`config.mk`:
```
export PLATFORM = sky130hd
export DESIGN_NAME = vga_timing_gen
export DESIGN_NICKNAME = d
export VERILOG_FILES = /design/src/rtl/vga_timing_gen.sv
export SDC_FILE = /design/constraint.sdc
export NUM_CORES = 1
export LEC_CHECK = 0
export CAP_MARGIN = 10
export CORE_ASPECT_RATIO = 0.7
export CORE_MARGIN = 3
export CORE_UTILIZATION = 50
export CTS_BUF_LIST = sky130_fd_sc_hd__clkbuf_8 sky130_fd_sc_hd__clkbuf_16
export CTS_CLUSTER_DIAMETER = 40
export DETAILED_ROUTE_END_ITERATION = 12
export GPL_TIMING_DRIVEN = 1
export PLACE_DENSITY = 0.79
export SYNTH_ARGS = -nofsm -noshare
export SYNTH_HDL_FRONTEND = slang
export SYNTH_SLANG_ARGS = --single-unit
```
`constraint.sdc`:
```
create_clock -name Clk -period 2.5 [get_ports Clk]
set_input_delay 0.375 -clock Clk [delete_from_list [all_inputs] [get_ports Clk]]
set_output_delay 0.375 -clock Clk [all_outputs]
set_load 0.005 [all_outputs]
```
`src/rtl/vga_timing_gen.sv`:
```
// VGA raster timing: pixel enable, syncs, visible flag, coordinates and line/frame strobes.
// Latency: all outputs registered together with the counters; no backpressure (free-running raster).
module vga_timing_gen #(
    parameter int CLK_DIV   = 2,
    parameter int H_VISIBLE = 640,
    parameter int H_FP      = 16,
    parameter int H_SYNC    = 96,
    parameter int H_BP      = 48,
    parameter int V_VISIBLE = 480,
    parameter int V_FP      = 10,
    parameter int V_SYNC    = 2,
    parameter int V_BP      = 33
) (
    input  logic       Clk,
    input  logic       Reset,
    output logic       pixel_ce,
    output logic       hs,
    output logic       vs,
    output logic       blank,
    output logic       sync,
    output logic [9:0] DrawX,
    output logic [9:0] DrawY,
    output logic       line_start,
    output logic       frame_start
);

    localparam int H_TOTAL = H_VISIBLE + H_FP + H_SYNC + H_BP;
    localparam int V_TOTAL = V_VISIBLE + V_FP + V_SYNC + V_BP;
    localparam int DIV_W   = (CLK_DIV > 1) ? $clog2(CLK_DIV) : 1;

    localparam logic [DIV_W-1:0] DIV_LAST = DIV_W'(CLK_DIV - 1);
    localparam logic [9:0] X_LAST = 10'(H_TOTAL - 1);
    localparam logic [9:0] Y_LAST = 10'(V_TOTAL - 1);
    localparam logic [9:0] X_VIS  = 10'(H_VISIBLE);
    localparam logic [9:0] Y_VIS  = 10'(V_VISIBLE);
    localparam logic [9:0] HS_BEG = 10'(H_VISIBLE + H_FP);
    localparam logic [9:0] HS_END = 10'(H_VISIBLE + H_FP + H_SYNC);
    localparam logic [9:0] VS_BEG = 10'(V_VISIBLE + V_FP);
    localparam logic [9:0] VS_END = 10'(V_VISIBLE + V_FP + V_SYNC);

    logic [DIV_W-1:0] div_q, div_d;
    logic             pce_q, pce_d;
    logic [9:0]       x_q, x_d, y_q, y_d;
    logic             hs_q, hs_d, vs_q, vs_d, blank_q, blank_d;
    logic             ls_q, ls_d, fs_q, fs_d;

    always_comb begin
        div_d = (div_q == DIV_LAST) ? '0 : div_q + 1'b1;
        pce_d = (div_d == DIV_LAST);
        x_d   = x_q;
        y_d   = y_q;
        ls_d  = 1'b0;
        fs_d  = 1'b0;
        if (pce_q) begin
            if (x_q == X_LAST) begin
                x_d  = '0;
                ls_d = 1'b1;
                if (y_q == Y_LAST) begin
                    y_d  = '0;
                    fs_d = 1'b1;
                end else begin
                    y_d = y_q + 10'd1;
                end
            end else begin
                x_d = x_q + 10'd1;
            end
        end
        // Flags decode the next coordinates so they land in the same cycle as DrawX/DrawY.
        hs_d    = !((x_d >= HS_BEG) && (x_d < HS_END));
        vs_d    = !((y_d >= VS_BEG) && (y_d < VS_END));
        blank_d = (x_d < X_VIS) && (y_d < Y_VIS);
    end

    always_ff @(posedge Clk) begin
        if (!Reset) begin
            div_q   <= '0;
            pce_q   <= 1'b0;
            x_q     <= '0;
            y_q     <= '0;
            hs_q    <= 1'b1;
            vs_q    <= 1'b1;
            blank_q <= 1'b0;
            ls_q    <= 1'b0;
            fs_q    <= 1'b0;
        end else begin
            div_q   <= div_d;
            pce_q   <= pce_d;
            x_q     <= x_d;
            y_q     <= y_d;
            hs_q    <= hs_d;
            vs_q    <= vs_d;
            blank_q <= blank_d;
            ls_q    <= ls_d;
            fs_q    <= fs_d;
        end
    end

    assign pixel_ce    = pce_q;
    assign hs          = hs_q;
    assign vs          = vs_q;
    assign blank       = blank_q;
    assign sync        = 1'b0;
    assign DrawX       = x_q;
    assign DrawY       = y_q;
    assign line_start  = ls_q;
    assign frame_start = fs_q;

endmodule

```
==> flow_summary.yaml <==
status:
  status: "finished clean"
synth:
  synth_xor_xnor_area_share: 0.0586
  seq_area_frac_synth: 0.387
  synth_fp_nets: 170
  synth_fa_ha_area_frac: 0.0279
  avgSynthCellArea_um2: 8.16
  synth_mux_area_frac: 0.00743
  synth_edf_count: 0
  synthesis.area_um2: 1350
  ys_ff_latch: 26
  yosysWarnings: 0
  synth_top_family_by_area: "simple AND/OR/NAND/NOR gates"
  synthSimpleGateAreaFrac: 0.344
  synthArstFlopShare: 0
  synth_top_area_frac: 0.387
  synth_top_cells_by_area: "dfxtp_1, nor2_1, and3_1, a21oi_1, nand2_1"
  synth_most_common_cell: "dfxtp_1"
  synth-compound-area-share: 0.103
  synthFlopType: "dfxtp_1"
  post-synth-top-area-cell: "dfxtp_1"
  ys_top_cells_by_count: "dfxtp_1, nor2_1, nand2_1, a21oi_1, and3_1"
  ys_types: 40
  syn_inst: 165
clock_network:
  cts_tree: "done"
  cts_buffer_depth: 2
  cts_setup_buffers: 0
  path_clk_slew_ns: 0.09
  htreeDepth: 1
  cts_resized: 0
  clockRootBuffer: "clkbuf_8"
  cts.sinks: 26
  numCtsBuffers: 3
  cts-hold-fix-buffers: 0
  clkLatencyLatePin_ns: 0.27
timing:
  skew_ns: 0.00233
  setup_ws_ns: 0.423
  min_period_ns: 2.08
  timing_hold_violations_final: 0
  setup_tns_ns: 0
  fin_crit_sh: 0.831
  finalSetupViolCount: 0
  drv_slew: 0
  grt_setup_unrepaired: "no"
  clock.fmax_mhz: 481
placed_design:
  io_buffers: 27
  pre_cts_slack_ns: 0.450
  dp_cells: 218
  gp_congestion: 0.830
  detailed_place_hpwl_um: 2380
global_routing:
  grt_pass1_vias: 1133
  grt_util_all_layers: 0.205
  grt_max_degree: 19
  overflow: 0
  antenna_found_initial: 0
  grt_first_pass_wirelength_um: 5260
critical_path:
  critPathBufInv: 0
  arrival_ns: 2.23
  end_kind: "register"
  cp_cell_sequence: "ha_1 > nand4_1 > xor2_1 > nand2b_4 > and3_4 > o21a_1 > or4_1"
  crit_family: "simple AND/OR/NAND/NOR gates"
  critPathKind: "reg -> reg"
  critPathRequiredTime_ns: 2.66
  start_kind: "register"
  max_stage_delay_ns: 0.46
  path_max_fanout: 4
  critPathSlowestCell: "or4_1"
routing:
  m1WireLength_um: 1520
  wl_met2_um: 1360
  top_layer: "met4"
  ant_nets: 0
  first_pass_iters: 4
  viasPerCell: 5.67
  drc: 0
  met3_length_um: 264
  drtIter0Drc: 71
  wl_per_cell_um: 14.2
  drt_wl_total_um: 3160
  dr_total_vias: 1259
power:
  swShare: 0.209
  switching_power_w: 0.000152
  comb_power_share: 0.035
  p_leak_nw: 0.626
  power_frac_clock: 0.380
  p_per_area_nw_per_um2: 435
  ir_drop_v: 0.000332
  seq_power_share: 0.585
  internal_power_w: 0.000573
flow_run:
  cap_violations: 0
floorplanning:
  initial_utilization: 0.535
  fp.dieW_um: 68.0
  die_area_um2: 3360
  fp.dieH_um: 49.4
  rows: 15
  coreArea_um2: 2510
  pin_count: 29
hold_path:
  min_path_type: "reg -> reg"
finish:
  syn_to_final_growth_pct: 23.7
  drive_gt1_frac: 0.0745
  final_cell_count_no_fill: 222
  diodes: 0
  nets: 194
[worst min-delay path: cells and delay by family, from the launching register on]
kind | cells | cell delay [ns]
compound gates | 1 | 0.06
flops | 1 | 0.35
simple gates | 1 | 0.08
[logic make-up after synthesis]
| logic type | after synthesis |
|---|---|
| simple gates | 84 |
| xor+xnor | 9 |
| buf+inv | 18 |
| flops | 26 |
| other cells | 1 |
| fa+ha+maj | 3 |
| compound gates | 23 |
| mux | 1 |
[power by group through the flow]
stage / combinational, W / clock, W / sequential [W]
floorplan: 0.0000155 / 0 / 0.000431
global placement: 0.0000253 / 0 / 0.000433
detailed placement: 0.0000255 / 0 / 0.000433
CTS: 0.0000258 / 0.000278 / 0.000424
global route: 0.0000281 / 0.000294 / 0.000425
finish: 0.0000254 / 0.000275 / 0.000424
[worst paths after layout]
path / start / end / slack (ns) / cells past startpoint
hold reg to reg: DrawX[1] / DrawX[1] / 0.53 / 2
setup reg to reg: DrawX[0] / hs / 0.42 / 7
hold / removal: DrawX[1] / DrawX[1] / 0.53 / 2
setup / recovery: DrawX[0] / hs / 0.42 / 7
[routing by layer]
layer  vias up  global-route usage
met5         -                   0
met4         0              0.0561
met3         4              0.0553
met2        52               0.296
met1       592               0.295
li1        611                   -
[layout by cell type, fill, tap and decap left out, types with 2 or more instances in the layout]
master,count
buf_4,2
nand2_1,13
xor2_1,4
nor2_1,22
and3_1,9
o21ai_0,3
nor4_1,2
nand4_1,7
ha_1,3
o22ai_1,2
clkbuf_8,4
nand2b_1,3
xnor2_1,5
inv_1,7
nor3_1,7
and3_4,2
and2_1,3
nand3_1,6
dfxtp_1,26
a21oi_1,11
clkdlybuf4s50_1,27
o21a_1,2
[registers in the layout, summed over array words and instances (netlist names)]
name         flops
hs               1
line_start       1
blank            1
DrawY           10
DrawX           10
pixel_ce         1
vs               1
frame_start      1
[final cells by class]
type / instances / area [um2]
inverters: 8 / 30.0
clock buffers: 4 / 55.1
well taps: 34 / 42.5
repair buffers: 29 / 285
multi-input cells: 121 / 732
fillers: 214 / 850
flip-flops and latches: 26 / 520
[through the flow]
step	hold WS, ns	total power [W]	instance area [um2]	utilization
final	0.535	0.000724	1670	0.662
after global routing	0.557	0.000746	1670	0.662
after CTS	0.532	0.000727	1670	0.662
after detailed placement	0.516	0.000459	1610	0.640
after global placement	0.485	0.000458	1610	0.640
after floorplan	0.490	0.000447	1350	-
Power figures use the tool's default switching activity.
==> edit (config.mk and constraints unchanged) <==
`CLK_DIV`: 2 -> 4.
--- a/src/rtl/vga_timing_gen.sv
+++ b/src/rtl/vga_timing_gen.sv
@@ -3,3 +3,3 @@
 module vga_timing_gen #(
-    parameter int CLK_DIV   = 2,
+    parameter int CLK_DIV   = 4,
     parameter int H_VISIBLE = 640,
Behaviour: not the same (a bounded check fails within 4 cycles, from zero or initial values and one cycle with Reset low).
==> edit against the unedited design <==
  * Sequential share of layout area is 1.3 points lower
  * Sequential cell count is 2 higher
  * Largest cell class unchanged
  * Cell area is 12% higher
  * Total power is 2.4% higher
  * Synthesized area is 16% higher
  * Worst setup slack worse by 0.21 ns
  * Worst hold slack worse by 0.074 ns
  * Routed wire length is 12% higher
  * Clock skew is 0.0012 ns lower
  * Die area is 15% higher
  * First-iteration DRC count is 130% higher
  * Critical path type unchanged
==> edit: results (changes against the unedited design) <==
| Metric | Value |
|---|---|
| Status | `finished clean` |
| Layout cell share with drive strength beyond 1 | `9.406% (+2.0 points)` |
| Dpl ws | `0.2946 ns (-0.1558 ns)` |
| Worst Hold Depth | `1 (-1)` |
| Crit-path slowest cell | `dfxtp_1` |
| Most frequent cells after synthesis | `dfxtp_1 (28), nand2_1 (13), nand3_1 (11)` |
| Hold Crit Endpoint | `div_q[0]$_SDFF_PN0_` |
| Critical path peak fanout | `13 (+9)` |
| Top cells by area, synth | `dfxtp_1 (36%), ha_1 (4.0%), nand4_1 (3.6%), nand3_1 (3.5%), nand2_1 (3.1%)` |
| Multi-input gate area | `908.4 um2 (+24%)` |
| Reg-to-reg startpoint | `DrawX[1]$_SDFF_PN0_` |
| Synth unique cells | `54 (+35%)` |
| Leak Pwr | `0.6169 nW (-1.5%)` |
| First-pass GRT wire length | `6030 um (+15%)` |
| Fillers | `230 (+7.5%)` |
| CP max stage delay | `0.43 ns (-0.03 ns)` |
| Compound-gate portion of the synthesized area | `11.89% (+1.6 points)` |
| DR iter-0 viols | `161 (+130%)` |
| Post-Place Cell Area | `1829 um2 (+14%)` |
| Vias | `1374 (+9.1%)` |
| Overall routing resource usage | `19.83% (-0.64 points)` |
| Syn Nets | `187 (+10%)` |
| Vias in the first global route | `1273 (+12%)` |
| Pre-antenna DRT Iters | `4 (unchanged)` |
| Maximum VDD drop | `0.2347 mV (-29%)` |
| Nets | `211 (+8.8%)` |
| Setup slack, reg-to-reg | `0.21 ns (-0.21 ns)` |
| Placed wire-length estimate | `2583 um (+8.4%)` |
| Hold WS | `0.4610 ns (-0.07383 ns)` |
| Psw | `0.1566 mW (+3.3%)` |
| Largest net degree at the start of global routing | `15 (-4)` |
| Final Skew | `0.001136 ns (-0.001194 ns)` |
| Initial antenna violation count | `0 (unchanged)` |
| Wirelength per Cell | `14.87 um (+4.4%)` |
| Placed Instances | `235 (+7.8%)` |
| Clk power | `0.239 mW (-13%)` |
| WP data arrival | `2.46 ns (+0.23 ns)` |
| Total power | `0.7416 mW (+2.4%)` |
| Post-synthesis mux area share | `1.277% (+0.53 points)` |
| Clock Latency Late Sink | `0.27 ns (about the same)` |
| Gate Count Post-Synth | `180 (+9.1%)` |
| Adder-cell share of the synthesized area | `3.990% (+1.2 points)` |
| Routability cong. | `0.9770 (+18%)` |
| Flop+latch power | `0.462 mW (+9.0%)` |
| Min-delay src | `div_q[0]$_SDFF_PN0_` |
| Worst R2R End | `blank$_SDFF_PN0_` |
| Final cell count without fillers | `238 (+7.2%)` |
| Sequential area share after synthesis | `35.75% (-2.9 points)` |
| Xor/xnor cell area share of the yosys netlist | `5.587% (-0.27 points)` |
==> edit: changes by cell type after synthesis, moves of 3 or more <==
cell / delta
and2_1: +4
nor2_1: -14
and3_1: -7
a21boi_0: +3
or3_1: +3
nor2b_1: +7
nand3_1: +5
a21oi_1: -6
==> edit: worst max path at each step <==
stage	to	from	slack (ns)
2_1_floorplan	blank$_SDFF_PN0_	DrawX[0]$_SDFF_PN0_	0.63
3_3_place_gp	blank$_SDFF_PN0_	DrawX[0]$_SDFF_PN0_	0.37
3_5_place_dp	blank$_SDFF_PN0_	DrawX[0]$_SDFF_PN0_	0.29
4_1_cts	blank$_SDFF_PN0_	DrawX[0]$_SDFF_PN0_	0.26
5_1_grt	blank$_SDFF_PN0_	DrawX[0]$_SDFF_PN0_	0.08
6_report	blank$_SDFF_PN0_	DrawX[1]$_SDFF_PN0_	0.21
==> edit: final cells by class <==
cell class,instances,share of cell area (%)
well taps,36,2.408
multi-input cells,135,48.56
inverters,6,1.204
flip-flops and latches,28,29.97
clock buffers,3,2.207
repair buffers,30,15.65
==> edit: cells by family (layout without fill, tap and decap cells) <==
| family | count (synthesis) | after routing |
|---|---|---|
| and+or+nand+nor | 90 | 90 |
| adders and majority gates | 5 | 5 |
| AOI/OAI and AO/OA | 27 | 27 |
| xor gates and xnor gates | 10 | 10 |
| other | 1 | 1 |
| muxes | 2 | 2 |
| buffers and inverters | 17 | 39 |
| DFF | 28 | 28 |
==> edit: per-layer routing <==
metal  wire (um)  part of all wire (%)  GRT usage (%)  vias to the layer above
met5           0                     0              0                        -
met3         244                   6.9          4.364                        2
li1            -                     -              -                      689
met4           8                  0.23          2.761                        0
met1        1757                    50          28.49                      635
met2        1530                    43          30.99                       48
